**config.mk**
```make
export PLATFORM = sky130hd
export DESIGN_NAME = scan_chain_controller
export DESIGN_NICKNAME = d
export VERILOG_FILES = /design/src/rtl/scan_chain_controller_pkg.sv /design/src/rtl/scan_shift_sequencer.sv /design/src/rtl/scan_chain_controller.sv
export SDC_FILE = /design/constraint.sdc
export NUM_CORES = 1
export LEC_CHECK = 0
export CAP_MARGIN = 10
export CORE_MARGIN = 2
export CORE_UTILIZATION = 52
export CTS_CLUSTER_DIAMETER = 30
export DETAILED_ROUTE_END_ITERATION = 10
export PLACE_DENSITY = 0.77
export SLEW_MARGIN = 20
export SYNTH_ARGS = -nofsm -noshare
export SYNTH_HDL_FRONTEND = slang
export SYNTH_HIERARCHICAL = 1
export SYNTH_SLANG_ARGS = --single-unit
export TNS_END_PERCENT = 30
```
**constraint.sdc**
```tcl
create_clock -name clk -period 3.6 [get_ports clk]
set_clock_uncertainty 0.2 [all_clocks]
set_input_delay 0.54 -clock clk [delete_from_list [all_inputs] [get_ports clk]]
set_output_delay 0.54 -clock clk [all_outputs]
set_load 0.03 [all_outputs]
```
**src/rtl/scan_chain_controller_pkg.sv**
```systemverilog
// Shared types and index helpers for the multi-project scan chain controller.
package scan_chain_controller_pkg;

  typedef enum logic [2:0] {
    ST_START   = 3'd0,
    ST_LOAD    = 3'd1,
    ST_LATCH   = 3'd2,
    ST_CAPTURE = 3'd3,
    ST_UNLOAD  = 3'd4,
    ST_DONE    = 3'd5
  } scan_state_e;

  localparam int NUM_DESIGNS_DEF = 498;
  localparam int CHAIN_LEN_DEF   = 8 * NUM_DESIGNS_DEF;

  // Shift index at which bit_idx of slot sel sits at the far end of the chain.
  function automatic int target_idx(input int num_designs, input int sel, input int bit_idx);
    return 8 * num_designs - 1 - (8 * sel + bit_idx);
  endfunction

endpackage

```
**src/rtl/scan_shift_sequencer.sv**
```systemverilog
// Half-phase toggle and shift counter pacing the scan clock (2 clk cycles per shift).
module scan_shift_sequencer #(
  parameter int CNT_W = 13
) (
  input  logic             clk,
  input  logic             rst_n,
  input  logic             clear,
  input  logic             enable,
  input  logic [CNT_W-1:0] last_shift,
  output logic             phase_b,
  output logic [CNT_W-1:0] shift_idx,
  output logic             term
);

  logic             phase_r;
  logic [CNT_W-1:0] shift_cnt_r;

  // Phase toggles every enabled cycle; the shift count advances after each phase B.
  always_ff @(posedge clk or negedge rst_n) begin
    if (!rst_n) begin
      phase_r     <= 1'b0;
      shift_cnt_r <= {CNT_W{1'b0}};
    end else if (clear) begin
      phase_r     <= 1'b0;
      shift_cnt_r <= {CNT_W{1'b0}};
    end else if (enable) begin
      phase_r <= ~phase_r;
      if (phase_r) begin
        shift_cnt_r <= shift_cnt_r + {{(CNT_W-1){1'b0}}, 1'b1};
      end
    end
  end

  assign phase_b   = phase_r;
  assign shift_idx = shift_cnt_r;
  assign term      = phase_r && (shift_cnt_r == last_shift);

endmodule

```
**src/rtl/scan_chain_controller.sv**
```systemverilog
// Loops load / latch / capture / unload over the design scan chain and returns the
// selected design's output byte with a one-cycle ready pulse.
module scan_chain_controller
  import scan_chain_controller_pkg::*;
#(
  parameter int NUM_DESIGNS = NUM_DESIGNS_DEF,
  parameter int SEL_W       = 9
) (
  input  logic             clk,
  input  logic             resetb,
  input  logic [SEL_W-1:0] active_select,
  input  logic [7:0]       inputs,
  output logic [7:0]       outputs,
  output logic             ready,
  output logic             scan_clk,
  output logic             scan_data_out,
  input  logic             scan_data_in,
  output logic             scan_select,
  output logic             scan_latch_enable
);

  localparam int CHAIN_L = 8 * NUM_DESIGNS;
  localparam int CNT_W   = $clog2(2 * CHAIN_L + 1);

  scan_state_e      state_r;
  logic [SEL_W-1:0] sel_r;
  logic [7:0]       din_r;
  logic             sel_ok_r;
  logic [7:0]       cap_r;
  logic [7:0]       outputs_r;
  logic             ready_r;
  logic             scan_clk_r;
  logic             sdo_r;
  logic             ssel_r;
  logic             sle_r;

  logic             clear_s;
  logic             enable_s;
  logic [CNT_W-1:0] last_shift_s;
  logic             phase_b_s;
  logic [CNT_W-1:0] shift_idx_s;
  logic             term_s;
  int               idx_s;
  int               sel_int_s;
  logic             hit_s;
  logic [2:0]       hit_bit_s;

  scan_shift_sequencer #(.CNT_W(CNT_W)) u_seq (
    .clk        (clk),
    .rst_n      (resetb),
    .clear      (clear_s),
    .enable     (enable_s),
    .last_shift (last_shift_s),
    .phase_b    (phase_b_s),
    .shift_idx  (shift_idx_s),
    .term       (term_s)
  );

  // Sequencer pacing: long states run L shifts, latch/capture run a single shift slot.
  always_comb begin
    enable_s     = 1'b0;
    last_shift_s = {CNT_W{1'b0}};
    case (state_r)
      ST_LOAD, ST_UNLOAD: begin
        enable_s     = 1'b1;
        last_shift_s = CNT_W'(CHAIN_L - 1);
      end
      ST_LATCH, ST_CAPTURE: begin
        enable_s     = 1'b1;
        last_shift_s = {CNT_W{1'b0}};
      end
      default: begin
        enable_s     = 1'b0;
        last_shift_s = {CNT_W{1'b0}};
      end
    endcase
  end

  assign clear_s   = term_s || (state_r == ST_START) || (state_r == ST_DONE);
  assign idx_s     = 32'(shift_idx_s);
  assign sel_int_s = 32'(sel_r);
  // The selected slot's 8 bits occupy a contiguous window of shift indices.
  assign hit_s     = sel_ok_r && (idx_s >= target_idx(NUM_DESIGNS, sel_int_s, 7))
                              && (idx_s <= target_idx(NUM_DESIGNS, sel_int_s, 0));
  assign hit_bit_s = 3'(target_idx(NUM_DESIGNS, sel_int_s, 0) - idx_s);

  // Main FSM; all chain-facing outputs are registered one cycle behind the state.
  always_ff @(posedge clk or negedge resetb) begin
    if (!resetb) begin
      state_r    <= ST_START;
      sel_r      <= {SEL_W{1'b0}};
      din_r      <= 8'h00;
      sel_ok_r   <= 1'b0;
      cap_r      <= 8'h00;
      outputs_r  <= 8'h00;
      ready_r    <= 1'b0;
      scan_clk_r <= 1'b0;
      sdo_r      <= 1'b0;
      ssel_r     <= 1'b0;
      sle_r      <= 1'b0;
    end else begin
      case (state_r)
        ST_START: begin
          sel_r      <= active_select;
          din_r      <= inputs;
          sel_ok_r   <= (32'(active_select) < NUM_DESIGNS);
          cap_r      <= 8'h00;
          ready_r    <= 1'b0;
          scan_clk_r <= 1'b0;
          sdo_r      <= 1'b0;
          ssel_r     <= 1'b0;
          sle_r      <= 1'b0;
          state_r    <= ST_LOAD;
        end
        ST_LOAD: begin
          ssel_r     <= 1'b0;
          scan_clk_r <= phase_b_s;
          if (!phase_b_s) begin
            sdo_r <= hit_s ? din_r[hit_bit_s] : 1'b0;
          end
          if (term_s) begin
            state_r <= ST_LATCH;
          end
        end
        ST_LATCH: begin
          scan_clk_r <= 1'b0;
          sdo_r      <= 1'b0;
          sle_r      <= ~phase_b_s;
          if (term_s) begin
            state_r <= ST_CAPTURE;
          end
        end
        ST_CAPTURE: begin
          sle_r      <= 1'b0;
          ssel_r     <= 1'b1;
          scan_clk_r <= phase_b_s;
          if (term_s) begin
            state_r <= ST_UNLOAD;
          end
        end
        ST_UNLOAD: begin
          ssel_r     <= 1'b0;
          sdo_r      <= 1'b0;
          scan_clk_r <= phase_b_s;
          // Sampled on the edge that raises scan_clk, so the pre-shift bit is seen.
          if (phase_b_s && hit_s) begin
            cap_r[hit_bit_s] <= scan_data_in;
          end
          if (term_s) begin
            state_r <= ST_DONE;
          end
        end
        ST_DONE: begin
          outputs_r  <= cap_r;
          ready_r    <= 1'b1;
          scan_clk_r <= 1'b0;
          sdo_r      <= 1'b0;
          ssel_r     <= 1'b0;
          sle_r      <= 1'b0;
          state_r    <= ST_START;
        end
        default: begin
          ready_r    <= 1'b0;
          scan_clk_r <= 1'b0;
          sdo_r      <= 1'b0;
          ssel_r     <= 1'b0;
          sle_r      <= 1'b0;
          state_r    <= ST_START;
        end
      endcase
    end
  end

  assign outputs           = outputs_r;
  assign ready             = ready_r;
  assign scan_clk          = scan_clk_r;
  assign scan_data_out     = sdo_r;
  assign scan_select       = ssel_r;
  assign scan_latch_enable = sle_r;

endmodule

```
==> run metrics <==
leading area contributor after synthesis=dfrtp_1; Max Buffers Root-to-Sink=2; Worst-path clk slew=110 ps; final worst path period share=89.8%; WS Path Type=reg2reg; syn_area_per_cell=9.62 um2; Setup-failing EPs final=0; power density cells=287 nW/um2; die area=7170 um2; top post-synthesis cells by area=dfrtp_1 (41%), nand2_1 (8.2%), ha_1 (6.6%); synthesized cell area=3390 um2; first-pass GRT wire length=11200 um; Max Cap Viol=0; drt initial violations=63; commonest cells in the netlist=nand2_1 (74), dfrtp_1 (56), xnor2_1 (24); Ys Warns=6; synthesized instance count=352; Setup TNS Final=0 ps; final WL=6390 um; Post-synth EDFFs=0; flops & latches, synth=56; Hold Crit Class=in2async; unrepaired setup endpoints after global routing=false; DR pass1 iterations=4; initial antenna violation count=0; crit end category=register; WHS=42.3 ps; asr flop ratio synth=100%; Starting Density=53.6%; Fmax=309 MHz; via count=2581; Rel. slew slack=54.0%; CTS Buf Count=5; routed len/inst=13.8 um; I/O Buffers=32; clk sink count=56; hold_buf cts=0; Final min period=3230 ps; met2 Track Usage GR=31.0%; ANT cells=0; CTS HTree Levels=2; Rows=29; DRC violations left=0; vias per inst=5.57; R2R Setup Slk=370 ps; Core Util, Final=60.9%; worst slew pin tran=688 ps; boundary pin count=33; top-area cell type share of the netlist area=41.4%; Root Buffer Master=clkbuf_8; sequential-to-total area share from yosys stat=41.4%; Critical Path AT=3230 ps; status=complete, no violations; gr ovfl total=0; height of the chip=84.7 um; M3 GR Usage=2.95%; core area=6310 um2; library cells used by synthesis=57; Layout area overhead=13.5%; Startpoint Class=register; Final nets=423; Leak=0.00178 uW; max-slew violations=0; post-DP HPWL=4810 um; Worst Path Required=3590 ps; RePlAce Congestion=0.794; Worst VDD drop=0.170 mV; GR peak layer=met2; TritonCTS clock tree=built; Clock Latency Late Sink=320 ps; pre-CTS WS=426 ps; setup bufs post-CTS=0; Total Routing Usage GR=19.0%; ys flop type=dfrtp_1; routing usage on met1=26.9%; Detail Route Antenna Nets=0; CTS resizes=0; die width=84.7 um; crit-path max FO=13; count leader, synth=nand2_1; Final Hold Fails=0; largest net degree at the start of global routing=31; final worst slack=366 ps; vias in the first global route=2433; layout cells sized above 1=10.4%
## report_power, final
| group | switching [uW] | internal (uW) |
|---|---|---|
| clock network | 217 | 142 |
| registers | 9.62 | 639 |
| logic | 47.6 | 46.9 |
| total | 274 | 827 |
## worst paths after layout
path,from,depth (start not counted),end
worst max-delay path,state_r[2],11,u_seq/shift_idx[9]
worst min-delay path,resetb,1,cap_r[6]
worst max register to register,state_r[2],11,u_seq/shift_idx[9]
worst min register to register,din_r[5],2,din_r[5]
max in group asynchronous,resetb,2,sel_ok_r
min in group clk,din_r[5],2,din_r[5]
## cell usage in the layout, fill, tap and decap left out, types with 2 or more instances in the layout
master           synthesis  routed
clkdlybuf4s50_1          0      31
nand3_1                 10      10
nor2_1                  16      16
nand3_2                  2       2
nand2_1                 74      74
xnor2_1                 24      24
mux2_2                   8       8
nand2b_1                 4       4
nor4_1                   5       5
nor3_2                   2       2
clkinvlp_4               0       2
o21ai_0                  7       7
a21o_1                   2       2
buf_4                    1       5
mux2i_1                 10      10
mux2_1                   5       5
inv_1                    7       7
dfrtp_1                 56      56
a21oi_1                 16      16
xor2_1                   6       6
nor3_1                   5       4
conb_1                   1       4
nand4_1                 16      16
a21boi_0                 2       2
or4_1                    3       3
or3_1                    3       3
nor2b_1                  7       7
ha_1                    18      18
o31ai_1                  3       3
clkbuf_8                 3       5
## state kept, by name (all words and copies together), names as in the netlist
signal,cells
scan_latch_enable,1
scan_select,1
scan_clk,1
scan_data_out,1
state_r,3
ready,1
u_seq/phase_b,1
outputs,8
u_seq/shift_idx,13
sel_ok_r,1
din_r,8
sel_r,9
cap_r,8
## kinds of logic after synthesis
| kind of cell | after synthesis | synth area share, % |
|---|---|---|
| simple gates | 158 | 23.5 |
| flops | 56 | 41.4 |
| compound gates | 45 | 9.31 |
| xor+xnor | 30 | 7.76 |
| mux | 23 | 7.28 |
| buf+inv | 21 | 4.03 |
| fa+ha+maj | 18 | 6.65 |
| other cells | 1 | 0.111 |
## worst max-delay path: stages (launching register included)
cell and delay [ps]:
dfrtp_1 540, nand2b_1 270, a21oi_1 160, buf_4 210, xnor2_1 130, nand4_1 100, nor4_1 290, buf_4 170
nand3b_1 130, a21oi_2 130, nor4_1 400, mux2_1 360
## metal layers
metal	share of wire, %	wire length, um	up-vias
met4	0.89	57	0
met1	50	3180	1233
met5	0	0	-
met3	3.8	241	5
met2	46	2910	49
li1	-	-	1294
## per-stage QoR
step | std cells | area (um2) | power [uW]
floorplan | 355 | 3400 | 710
global placement | 455 | 3740 | 753
detailed placement | 455 | 3740 | 756
CTS | 463 | 3840 | 1110
global route | 463 | 3840 | 1150
finish | 463 | 3840 | 1100
## layout make-up
type,instances,area [um2]
clock buffers,5,68.8
inverters,7,26.3
multi-input cells,278,1870
flip-flops and latches,56,1400
clock inverters,3,26.3
repair buffers,37,353
well taps,77,96.3
fillers,589,2470
Note: power is estimated with default switching activity, not from simulation.
